**src/rtl/uart_rx_buffered_pkg.sv**
```systemverilog
// ---------------------------------------------------------------------------
// uart_pkg
// Shared types and constants for the buffered UART receiver and its FIFO.
//   rx_state_t           : receive FSM state encoding
//   DEFAULT_CLKS_PER_BIT : 25 MHz / 115200 baud
//   DEFAULT_FIFO_DEPTH   : byte slots in the receive queue
//   BYTE_W               : character width (8N1 framing)
//   half_bit()           : sample offset from the falling start edge to mid-bit
// ---------------------------------------------------------------------------
package uart_pkg;

    typedef enum logic [2:0] {
        ST_IDLE      = 3'd0,
        ST_START     = 3'd1,
        ST_DATA      = 3'd2,
        ST_STOP      = 3'd3,
        ST_WAIT_IDLE = 3'd4
    } rx_state_t;

    localparam int DEFAULT_CLKS_PER_BIT = 217;
    localparam int DEFAULT_FIFO_DEPTH   = 4;
    localparam int BYTE_W               = 8;

    function automatic int half_bit(input int clks);
        return (clks - 1) / 2;
    endfunction

endpackage

```
**src/rtl/uart_rx_buffered_if.sv**
```systemverilog
// ---------------------------------------------------------------------------
// uart_rx_buffered_if
// Byte stream handshake between the receiver (master) and its consumer (slave).
//   Data_Out   : head-of-queue byte
//   Data_Valid : queue non-empty
//   Data_Ready : consumer takes Data_Out when Data_Valid && Data_Ready at an edge
// ---------------------------------------------------------------------------
interface uart_rx_buffered_if;
    import uart_pkg::*;

    logic [BYTE_W-1:0] Data_Out;
    logic              Data_Valid;
    logic              Data_Ready;

    modport master (
        output Data_Out,
        output Data_Valid,
        input  Data_Ready
    );

    modport slave (
        input  Data_Out,
        input  Data_Valid,
        output Data_Ready
    );

endinterface

```
**src/rtl/uart_rx_buffered_fifo.sv**
```systemverilog
// ---------------------------------------------------------------------------
// uart_sync_fifo
// Single-clock FIFO with registered occupancy. A push while full is dropped
// unless a pop happens in the same cycle, in which case both take effect.
// pop_data reads the head slot directly and is forced to zero while empty, so
// the storage array itself needs no reset.
//   clk, rst_n           : clock, asynchronous active-low reset
//   push, push_data      : write request and data
//   pop, pop_data        : read request and head-of-queue data
//   full, empty, count   : occupancy status
// ---------------------------------------------------------------------------
module uart_sync_fifo
    import uart_pkg::*;
#(
    parameter int WIDTH = BYTE_W,
    parameter int DEPTH = DEFAULT_FIFO_DEPTH,
    localparam int AW   = $clog2(DEPTH),
    localparam int CW   = AW + 1
) (
    input  logic             clk,
    input  logic             rst_n,
    input  logic             push,
    input  logic [WIDTH-1:0] push_data,
    input  logic             pop,
    output logic [WIDTH-1:0] pop_data,
    output logic             full,
    output logic             empty,
    output logic [CW-1:0]    count
);

    localparam logic [CW-1:0] FULL_COUNT = CW'(DEPTH);

    logic [WIDTH-1:0] mem_q [DEPTH];
    logic [WIDTH-1:0] mem_d [DEPTH];
    logic [AW-1:0]    wr_ptr_q, wr_ptr_d;
    logic [AW-1:0]    rd_ptr_q, rd_ptr_d;
    logic [CW-1:0]    count_q, count_d;
    logic             do_push;
    logic             do_pop;

    assign full     = (count_q == FULL_COUNT);
    assign empty    = (count_q == '0);
    assign count    = count_q;
    assign do_pop   = pop && !empty;
    assign do_push  = push && (!full || do_pop);
    assign pop_data = empty ? '0 : mem_q[rd_ptr_q];

    always_comb begin
        mem_d    = mem_q;
        wr_ptr_d = wr_ptr_q;
        rd_ptr_d = rd_ptr_q;
        count_d  = count_q;

        if (do_push) begin
            mem_d[wr_ptr_q] = push_data;
            wr_ptr_d        = wr_ptr_q + AW'(1);
        end
        if (do_pop) begin
            rd_ptr_d = rd_ptr_q + AW'(1);
        end

        case ({do_push, do_pop})
            2'b10:   count_d = count_q + CW'(1);
            2'b01:   count_d = count_q - CW'(1);
            default: count_d = count_q;
        endcase
    end

    always_ff @(posedge clk) begin
        mem_q <= mem_d;
    end

    always_ff @(posedge clk or negedge rst_n) begin
        if (!rst_n) begin
            wr_ptr_q <= '0;
            rd_ptr_q <= '0;
            count_q  <= '0;
        end else begin
            wr_ptr_q <= wr_ptr_d;
            rd_ptr_q <= rd_ptr_d;
            count_q  <= count_d;
        end
    end

endmodule

```
**src/rtl/uart_rx_buffered.sv**
```systemverilog
// ---------------------------------------------------------------------------
// uart_rx_buffered
// 8N1 UART receiver with a byte queue on the output side.
//   Clock, Reset_n  : system clock, asynchronous active-low reset
//   Input_Serial    : asynchronous serial line, idles high
//   rx_if (master)  : Data_Out / Data_Valid / Data_Ready byte stream
//   Frame_Error     : one-cycle pulse, stop bit sampled low
//   Overrun_Error   : one-cycle pulse, good byte dropped on a full queue
//   RX_Busy         : receiver not idle
//   Fifo_Count      : queue occupancy
//
// state        | meaning
// -------------+----------------------------------------------------------
// ST_IDLE      | line idle, waiting for a low level
// ST_START     | timing to mid start bit, rejects glitches
// ST_DATA      | sampling 8 data bits LSB first, one per bit period
// ST_STOP      | sampling the stop bit; push byte or flag framing error
// ST_WAIT_IDLE | after a framing error, hold until the line returns high
// ---------------------------------------------------------------------------
module uart_rx_buffered
    import uart_pkg::*;
#(
    parameter int CLKS_PER_BIT = DEFAULT_CLKS_PER_BIT,
    parameter int FIFO_DEPTH   = DEFAULT_FIFO_DEPTH,
    localparam int CNT_W       = $clog2(FIFO_DEPTH) + 1
) (
    input  logic                Clock,
    input  logic                Reset_n,
    input  logic                Input_Serial,
    uart_rx_buffered_if.master  rx_if,
    output logic                Frame_Error,
    output logic                Overrun_Error,
    output logic                RX_Busy,
    output logic [CNT_W-1:0]    Fifo_Count
);

    localparam int BIT_W = $clog2(CLKS_PER_BIT);
    localparam logic [BIT_W-1:0] HALF_COUNT = BIT_W'(half_bit(CLKS_PER_BIT));
    localparam logic [BIT_W-1:0] LAST_COUNT = BIT_W'(CLKS_PER_BIT - 1);

    logic              sync1_q, sync1_d;
    logic              sync2_q, sync2_d;
    rx_state_t         state_q, state_d;
    logic [BIT_W-1:0]  bit_cnt_q, bit_cnt_d;
    logic [2:0]        bit_idx_q, bit_idx_d;
    logic [BYTE_W-1:0] shift_q, shift_d;

    logic              rx_line;
    logic              rx_push;
    logic              frame_err;
    logic              fifo_full;
    logic              fifo_empty;
    logic              fifo_pop;

    assign rx_line = sync2_q;

    always_comb begin
        sync1_d = Input_Serial;
        sync2_d = sync1_q;
    end

    always_comb begin
        state_d   = state_q;
        bit_cnt_d = bit_cnt_q;
        bit_idx_d = bit_idx_q;
        shift_d   = shift_q;
        rx_push   = 1'b0;
        frame_err = 1'b0;

        case (state_q)
            ST_IDLE: begin
                bit_cnt_d = '0;
                if (!rx_line) begin
                    state_d = ST_START;
                end
            end

            ST_START: begin
                if (bit_cnt_q == HALF_COUNT) begin
                    bit_cnt_d = '0;
                    if (!rx_line) begin
                        state_d   = ST_DATA;
                        bit_idx_d = '0;
                    end else begin
                        state_d = ST_IDLE;
                    end
                end else begin
                    bit_cnt_d = bit_cnt_q + BIT_W'(1);
                end
            end

            ST_DATA: begin
                if (bit_cnt_q == LAST_COUNT) begin
                    bit_cnt_d          = '0;
                    shift_d[bit_idx_q] = rx_line;
                    if (bit_idx_q == 3'd7) begin
                        state_d = ST_STOP;
                    end else begin
                        bit_idx_d = bit_idx_q + 3'd1;
                    end
                end else begin
                    bit_cnt_d = bit_cnt_q + BIT_W'(1);
                end
            end

            ST_STOP: begin
                // The push and the error pulse are decoded from the final
                // stop-bit count so they are visible in the cycle before the
                // state moves on; the FIFO captures the byte at that edge.
                if (bit_cnt_q == LAST_COUNT) begin
                    bit_cnt_d = '0;
                    if (rx_line) begin
                        rx_push = 1'b1;
                        state_d = ST_IDLE;
                    end else begin
                        frame_err = 1'b1;
                        state_d   = ST_WAIT_IDLE;
                    end
                end else begin
                    bit_cnt_d = bit_cnt_q + BIT_W'(1);
                end
            end

            ST_WAIT_IDLE: begin
                bit_cnt_d = '0;
                if (rx_line) begin
                    state_d = ST_IDLE;
                end
            end

            default: begin
                state_d   = ST_IDLE;
                bit_cnt_d = '0;
            end
        endcase
    end

    always_ff @(posedge Clock or negedge Reset_n) begin
        if (!Reset_n) begin
            sync1_q   <= 1'b1;
            sync2_q   <= 1'b1;
            state_q   <= ST_IDLE;
            bit_cnt_q <= '0;
            bit_idx_q <= '0;
            shift_q   <= '0;
        end else begin
            sync1_q   <= sync1_d;
            sync2_q   <= sync2_d;
            state_q   <= state_d;
            bit_cnt_q <= bit_cnt_d;
            bit_idx_q <= bit_idx_d;
            shift_q   <= shift_d;
        end
    end

    uart_sync_fifo #(
        .WIDTH (BYTE_W),
        .DEPTH (FIFO_DEPTH)
    ) u_fifo (
        .clk       (Clock),
        .rst_n     (Reset_n),
        .push      (rx_push),
        .push_data (shift_q),
        .pop       (rx_if.Data_Ready),
        .pop_data  (rx_if.Data_Out),
        .full      (fifo_full),
        .empty     (fifo_empty),
        .count     (Fifo_Count)
    );

    // A pop in the same cycle frees the slot, so only a push against a full
    // queue with no consumer transfer loses data.
    assign fifo_pop         = !fifo_empty && rx_if.Data_Ready;
    assign rx_if.Data_Valid = !fifo_empty;
    assign Overrun_Error    = rx_push && fifo_full && !fifo_pop;
    assign Frame_Error      = frame_err;
    assign RX_Busy          = (state_q != ST_IDLE);

endmodule

```
**src/flat_wrapper.sv**
```systemverilog
// flat-port wrapper written by rule: the top's interface ports become plain ports
module uart_rx_buffered_flat import uart_pkg::*;
#(
    parameter int CLKS_PER_BIT = DEFAULT_CLKS_PER_BIT,
    parameter int FIFO_DEPTH   = DEFAULT_FIFO_DEPTH,
    localparam int CNT_W       = $clog2(FIFO_DEPTH) + 1
)
  (Clock, Reset_n, Input_Serial, Frame_Error, Overrun_Error, RX_Busy, Fifo_Count, rx_if_Data_Out, rx_if_Data_Valid, rx_if_Data_Ready);
  uart_rx_buffered_if rx_if_i ();
  input  logic Clock;
  input  logic Reset_n;
  input  logic Input_Serial;
  output logic Frame_Error;
  output logic Overrun_Error;
  output logic RX_Busy;
  output logic [CNT_W-1:0] Fifo_Count;
  output wire logic [$bits(rx_if_i.Data_Out)-1:0] rx_if_Data_Out;
  output wire logic [$bits(rx_if_i.Data_Valid)-1:0] rx_if_Data_Valid;
  input wire logic [$bits(rx_if_i.Data_Ready)-1:0] rx_if_Data_Ready;
  assign rx_if_Data_Out = rx_if_i.Data_Out;
  assign rx_if_Data_Valid = rx_if_i.Data_Valid;
  assign rx_if_i.Data_Ready = rx_if_Data_Ready;
  uart_rx_buffered #(.CLKS_PER_BIT(CLKS_PER_BIT), .FIFO_DEPTH(FIFO_DEPTH)) u_core (.Clock(Clock), .Reset_n(Reset_n), .Input_Serial(Input_Serial), .rx_if(rx_if_i), .Frame_Error(Frame_Error), .Overrun_Error(Overrun_Error), .RX_Busy(RX_Busy), .Fifo_Count(Fifo_Count));
endmodule
```
**config.mk**
```make
export PLATFORM = sky130hd
export DESIGN_NAME = uart_rx_buffered_flat
export DESIGN_NICKNAME = d
export VERILOG_FILES = /design/src/rtl/uart_rx_buffered_pkg.sv /design/src/rtl/uart_rx_buffered_if.sv /design/src/rtl/uart_rx_buffered_fifo.sv /design/src/rtl/uart_rx_buffered.sv /design/src/flat_wrapper.sv
export SDC_FILE = /design/constraint.sdc
export NUM_CORES = 1
export LEC_CHECK = 0
export CAP_MARGIN = 20
export CELL_PAD_IN_SITES_DETAIL_PLACEMENT = 0
export CELL_PAD_IN_SITES_GLOBAL_PLACEMENT = 1
export CORE_MARGIN = 3
export CORE_UTILIZATION = 48
export CTS_CLUSTER_DIAMETER = 80
export DETAILED_ROUTE_END_ITERATION = 6
export PLACE_DENSITY = 0.88
export SLEW_MARGIN = 20
export SYNTH_ARGS = -nofsm -noshare
export SYNTH_HDL_FRONTEND = slang
export SYNTH_SLANG_ARGS = --single-unit
```
**constraint.sdc**
```tcl
create_clock -name Clock -period 3.4 [get_ports Clock]
set_clock_uncertainty 0.1 [all_clocks]
set_input_delay 0.68 -clock Clock [delete_from_list [all_inputs] [get_ports Clock]]
set_output_delay 0.68 -clock Clock [all_outputs]
set_load 0.02 [all_outputs]
```
## After elaboration in Yosys (flattened, before gate mapping)

Index checks and enable logic that the tools add are counted.

- Logic and storage cells: 97
- Output and inout port bits: 15
- Input bits: 4
- Flip-flop bits (word level): 63

- Multiplexer cells: 34
- Reduce and logical (&&, ||, !) cells: 19
- Order comparisons: 5
- $add $sub $neg: 6
- Equality and inequality tests: 18
- Bitwise operators: 2

Operators with widths:

| cell | number |
|---|---|
| $mux 8 | 6 |
| $mux 3 | 11 |
| $bwmux 32 | 1 |
| $bmux 8 s2 | 1 |
| $demux 8 s2 | 1 |
| $pmux 8 s2 | 1 |
| $pmux 3 s5 | 1 |
| $pmux 3 s2 | 2 |
| $ne 2x1->1 const B | 5 |
| $eq 3x3->1 const B | 3 |
| $add 8x1->8 const B | 1 |
| $bwmux 8 | 1 |
| $eq 8x7->1 const B | 1 |
| $eq 8x8->1 const B | 1 |
| $mux 1 | 7 |
| $add 3x1->3 const B | 2 |
| $eq 3x2->1 const B | 2 |
| $ge 3x3->1 const B | 2 |
| $logic_and 1x1->1 | 6 |
| $logic_not 3->1 | 2 |
| $ne 2x2->1 const B | 3 |
| $not 2->3 | 2 |
| $reduce_and 6->1 | 1 |
| $reduce_and 5->1 | 1 |
| other kinds (16) | 20 |

## Depth between registers and ports, before layout

- Word-level depth: 7
- Gate-level depth with buffers: 10
- Mapped depth without buffers: 10

## Cells and area by module

From an unflattened synthesis, not the netlist that was laid out.

- Cells, all modules: 206
- Area total of the unflattened synthesis: 2,882.8 µm²

By module, submodules not included:

| module | area an instance (µm²) | cells each | sequential area each (µm²) | times used |
|---|---|---|---|---|
| uart_sync_fifo | 1,645.3 | 90 | 1,136.1 | 1 |
| uart_rx_buffered | 1,237.4 | 116 | 603.1 | 1 |

## Least setup slack after synthesis

No wires, ideal clock.

- Kind: register -> register
- From: register u_core.bit_cnt_q[2]
- To: register u_core.u_fifo.count_q[2] (netlist: u_core.u_fifo.count[2])
- Data required time: 3.230 ns
- Path buffers: 1
- Period minus slack after synthesis: 2.595 ns
- Setup slack: 0.805 ns
- Stages on the path, launching flop included: 9
- Arrival time: 2.425 ns
- Setup time: 0.070 ns
- Cells stage by stage: dfrtp_1 or3b_1 buf_6 nor3_1 nor2_1 fa_1 nand2b_1 or4_1 nand3_1

- Cells in the longest elaborated chain, start to end: 6
- Elaborated cells on any way between the ends: 8
- Classes of those cells: 3 x eq/ne; 3 x mux; 2 x reduce/logical

Ends and longest elaborated chain:

| what | RTL line | RTL |
|---|---|---|
| start, declared | uart_rx_buffered.sv:44 | `logic [BIT_W-1:0] bit_cnt_q, bit_cnt_d;` |
| start signal, assigned | uart_rx_buffered.sv:150 | `bit_cnt_q <= bit_cnt_d;` |
| $eq 8x8->1 * | uart_rx_buffered.sv:110 | `if (bit_cnt_q == LAST_COUNT) begin` |
| $mux 1 * | uart_rx_buffered.sv:110 |  |
| $mux 1 * | uart_rx_buffered.sv:70 | `case (state_q)` |
| $logic_and 1x1->1 * | uart_rx_buffered_fifo.sv:45 | `assign do_push = push && (!full \|\| do_pop);` |
| $eq 2x1->1 or $eq 2x2->1 (tied branches) | uart_rx_buffered_fifo.sv:62 | `case ({do_push, do_pop})` |
| $pmux 3 s2 or $reduce_bool 2->1 (tied branches) | -- |  |
| end signal, assigned | uart_rx_buffered_fifo.sv:81 | `count_q <= count_d;` |
| end, declared | uart_rx_buffered_fifo.sv:37 | `logic [CW-1:0] count_q, count_d;` |

Every way passes the cells marked *; elsewhere a longest branch is shown, timed or not.
A chain may end at the register's enable or synchronous reset.

## Final worst setup path

- From: register u_core.u_fifo.rd_ptr_q[0]
- To: output rx_if_Data_Out[0]

- Cells in the longest elaborated chain, start to end: 5

Ends and longest elaborated chain:

| what | RTL line | RTL |
|---|---|---|
| start, declared | uart_rx_buffered_fifo.sv:36 | `logic [AW-1:0] rd_ptr_q, rd_ptr_d;` |
| start signal, assigned | uart_rx_buffered_fifo.sv:80 | `rd_ptr_q <= rd_ptr_d;` |
| $not 2->3 (implied by the code) | uart_rx_buffered_fifo.sv:46 | `assign pop_data = empty ? '0 : mem_q[rd_ptr_q];` |
| $bmux 8 s2 | uart_rx_buffered_fifo.sv:46 |  |
| $mux 8 (implied by the code) (2 in a row) | uart_rx_buffered_fifo.sv:46 |  |
| $mux 8 | uart_rx_buffered_fifo.sv:46 |  |
| end, declared | flat_wrapper.sv:17 | `output wire logic [$bits(rx_if_i.Data_Out)-1:0] rx_if_Data_Out;` |

No other way between the ends. The select of a mux whose other input is x is not followed.

==> results.md <==
* Yosys warning count at 0
* Critical path launch point type: flip-flop
* Number of global-route vias before repair at 1834
* RSZ-0062 raised after global routing: no
* Resize count post-CTS at 0
* Vias per cell at 5.576
* Initial antenna violation count at 0
* Synth top area cells: edfxtp_1 (32%), dfrtp_1 (24%), mux4_2 (6.0%)
* Clock Path Buffers at 2
* Setup_tns at 0 ns
* PD cells at 555.9 nW/um^2
* Die Width at 84.98 um
* Fill cells at 488
* Residual DRC count at 0
* Worst VDD drop at 0.3576 mV
* Post-layout min period at 3.113 ns
* Final count of pins violating max slew at 0
* Initial core utilization at 0.4998
* Total Routing Usage GR at 0.1686
* CP max-delay cell: dfrtp_1
* Slew @ Worst Pin at 0.5987 ns
* Worst R2R Path Depth at 8
* Routed WL at 5291 um
* Diode count at 0
* # IOs at 19
* Largest net degree at the start of global routing at 32
* Root buf cell: clkbuf_8
* CTS buffer count at 9
* Synth cell types at 47
* Synth Flop Type: edfxtp_1
* Final Hold Vio Count at 0
* CTS H-tree lvls at 3
* CTS tree: built
* Post-Syn Nets at 242
* Post-DRT Antenna Nets at 0
* Die ar. at 7222 sq um
* Critical path arrival at 2.33 ns
* Hold Path Class: flip-flop to flip-flop
* Yosys top cell by area: edfxtp_1
* Most frequent cells in the layout: edfxtp_1 (32), dfrtp_1 (29), nor2_1 (21), clkdlybuf4s50_1 (18), and2_1 (13)
* Critical Path Source: u_core.u_fifo.rd_ptr_q[0]
* First-pass GRT wire length at 9328 um
* Routed len/inst at 16.03 um
* PortBufs at 18
* Buf/Inv on CP at 1
* DR pass1 iterations at 4
* CP Depth at 3
* FFs w/ async S/R, synth at 0.4921
* Die Ht at 84.98 um
* Footprint of the multi-input gates at 1167 sq um
* Layout cells sized above 1 at 0.1725
* Reg area at 1739 sq um
* Critical path endpoint category: output pin
* Worst skew pair latency at 0.33 ns
* Post-CTS Setup Inserts at 0
* Cell Rows at 28
* Clk slew on worst S/H paths at 0.07 ns
* End point of the critical path: rx_if_Data_Out[0]
* Worst rel slew slack at 0.6009
* Sequential element share of the synthesized area at 0.5809
* R2r setup slk at 0.76 ns
* Synth top area share at 0.3209
* WHS at 0.2604 ns
* Reg-to-reg startpoint: u_core.bit_cnt_q[2]
* Crit path cell chain: mux4_2 -> and2_1 -> clkdlybuf4s50_1
* Post-synth EDFFs at 32
* Routed vias at 1840
* Static Leak at 1.370 nW
* CTS sink cnt at 63
* GP Congestion at 0.8310
* Max cap viols at 0
* Flops & latches, synth at 63
* F_max at 0.3212 GHz
* Layout area overhead at 15.09%
* DR iter-0 viols at 94
* Crit Path Max Fanout at 10
* Core area at 5991 sq um
* Final setup fails at 0
* # nets final at 263
* Mapped Area at 2994 sq um
* Delay-heaviest family, CP: flip-flops
* Post-route clock period utilization at 0.9157
* Delay of the slowest cell on the worst path at 0.72 ns
* Most common cell after layout, fill and taps aside: edfxtp_1
* Cell count after synthesis at 229
* Mean cell area of the mapped netlist at 13.07 sq um
* Setup CP Type: flip-flop to output pin
* Outcome: finished clean
* Critical R2R Capture: u_core.u_fifo.count[2]
* Detailed Place HPWL at 3640 um
* Hold Buf Count CTS at 0
* Required time of the critical path at 2.62 ns
* GRT overflow at 0
## power breakdown
| group | switching, mW | internal (mW) | total [mW] |
|---|---|---|---|
| logic | 0.147 | 0.160 | 0.307 |
| registers | 0.0944 | 0.826 | 0.920 |
| clock network | 0.279 | 0.410 | 0.689 |
| total | 0.520 | 1.40 | 1.92 |
## how the worst min path moves through the flow
stage | startpoint | end | cells after the start
3_3_place_gp | u_core.sync1_q | u_core.rx_line | 0
6_report | u_core.sync1_q | u_core.rx_line | 0
5_1_grt | u_core.sync1_q | u_core.rx_line | 0
2_1_floorplan | u_core.sync1_q | u_core.rx_line | 0
4_1_cts | u_core.sync1_q | u_core.rx_line | 0
3_5_place_dp | u_core.sync1_q | u_core.rx_line | 0
## through the flow
step	power [mW]	instance area [sq um]	cells	utilization	setup WS, ns
after floorplan	1.131	2994	229	-	0.8053
after global placement	1.236	3233	314	0.5397	0.5818
after detailed placement	1.243	3233	314	0.5397	0.5533
after CTS	1.934	3446	330	0.5752	0.2367
after global routing	2.023	3446	330	0.5752	0.08237
final	1.916	3446	330	0.5752	0.2866
## sequential cells by signal, summed over array words and instances, names as in the netlist, 2 cells and up
register,flops
u_core.bit_cnt_q,8
u_core.u_fifo.rd_ptr_q,2
u_core.shift_q,8
u_core.u_fifo.count,3
u_core.u_fifo.mem_q,32
u_core.u_fifo.wr_ptr_q,2
u_core.state_q,3
u_core.bit_idx_q,3
## synthesized netlist by cell type (all sizes together) (2+ instances only)
cell type / number
nor3: 6
dfstp: 2
nand2b: 2
or4: 3
ha: 8
or3b: 3
nand4: 4
nor3b: 5
nand3b: 4
or3: 2
o21ai: 5
xnor2: 6
nor2: 21
and2: 13
nand3: 11
clkbuf: 8
xor2: 3
buf: 4
a22o: 2
mux4: 8
a21oi: 5
inv: 6
nor4: 2
mux2: 10
nor2b: 6
dfrtp: 29
edfxtp: 32
nand2: 7
## per-layer routing
metal,vias up,share of wire,global-route usage
li1,880,-,-
met1,923,0.46,0.2207
met2,26,0.49,0.2662
met3,11,0.024,0.03204
met4,0,0.022,0.09065
met5,-,0,0
## layout make-up
class | instances | share of cell area
Timing Repair Buffer | 22 | 0.06100
Tap cell | 75 | 0.02723
Inverter | 6 | 0.006536
Clock buffer | 10 | 0.03704
Multi-Input combinational cell | 148 | 0.3388
Sequential cell | 63 | 0.5047
Clock inverter | 6 | 0.02469
## cells by family (layout without fill, tap and decap cells)
logic type	count (synthesis)	in the layout	synth area share
simple gates	95	95	0.1885
flops	63	63	0.5809
mux	18	18	0.09778
buf+inv	18	44	0.02925
compound gates	17	17	0.03719
fa+ha+maj	9	9	0.04012
xor+xnor	9	9	0.02633
No activity file was read; power rests on OpenSTA's default activity.
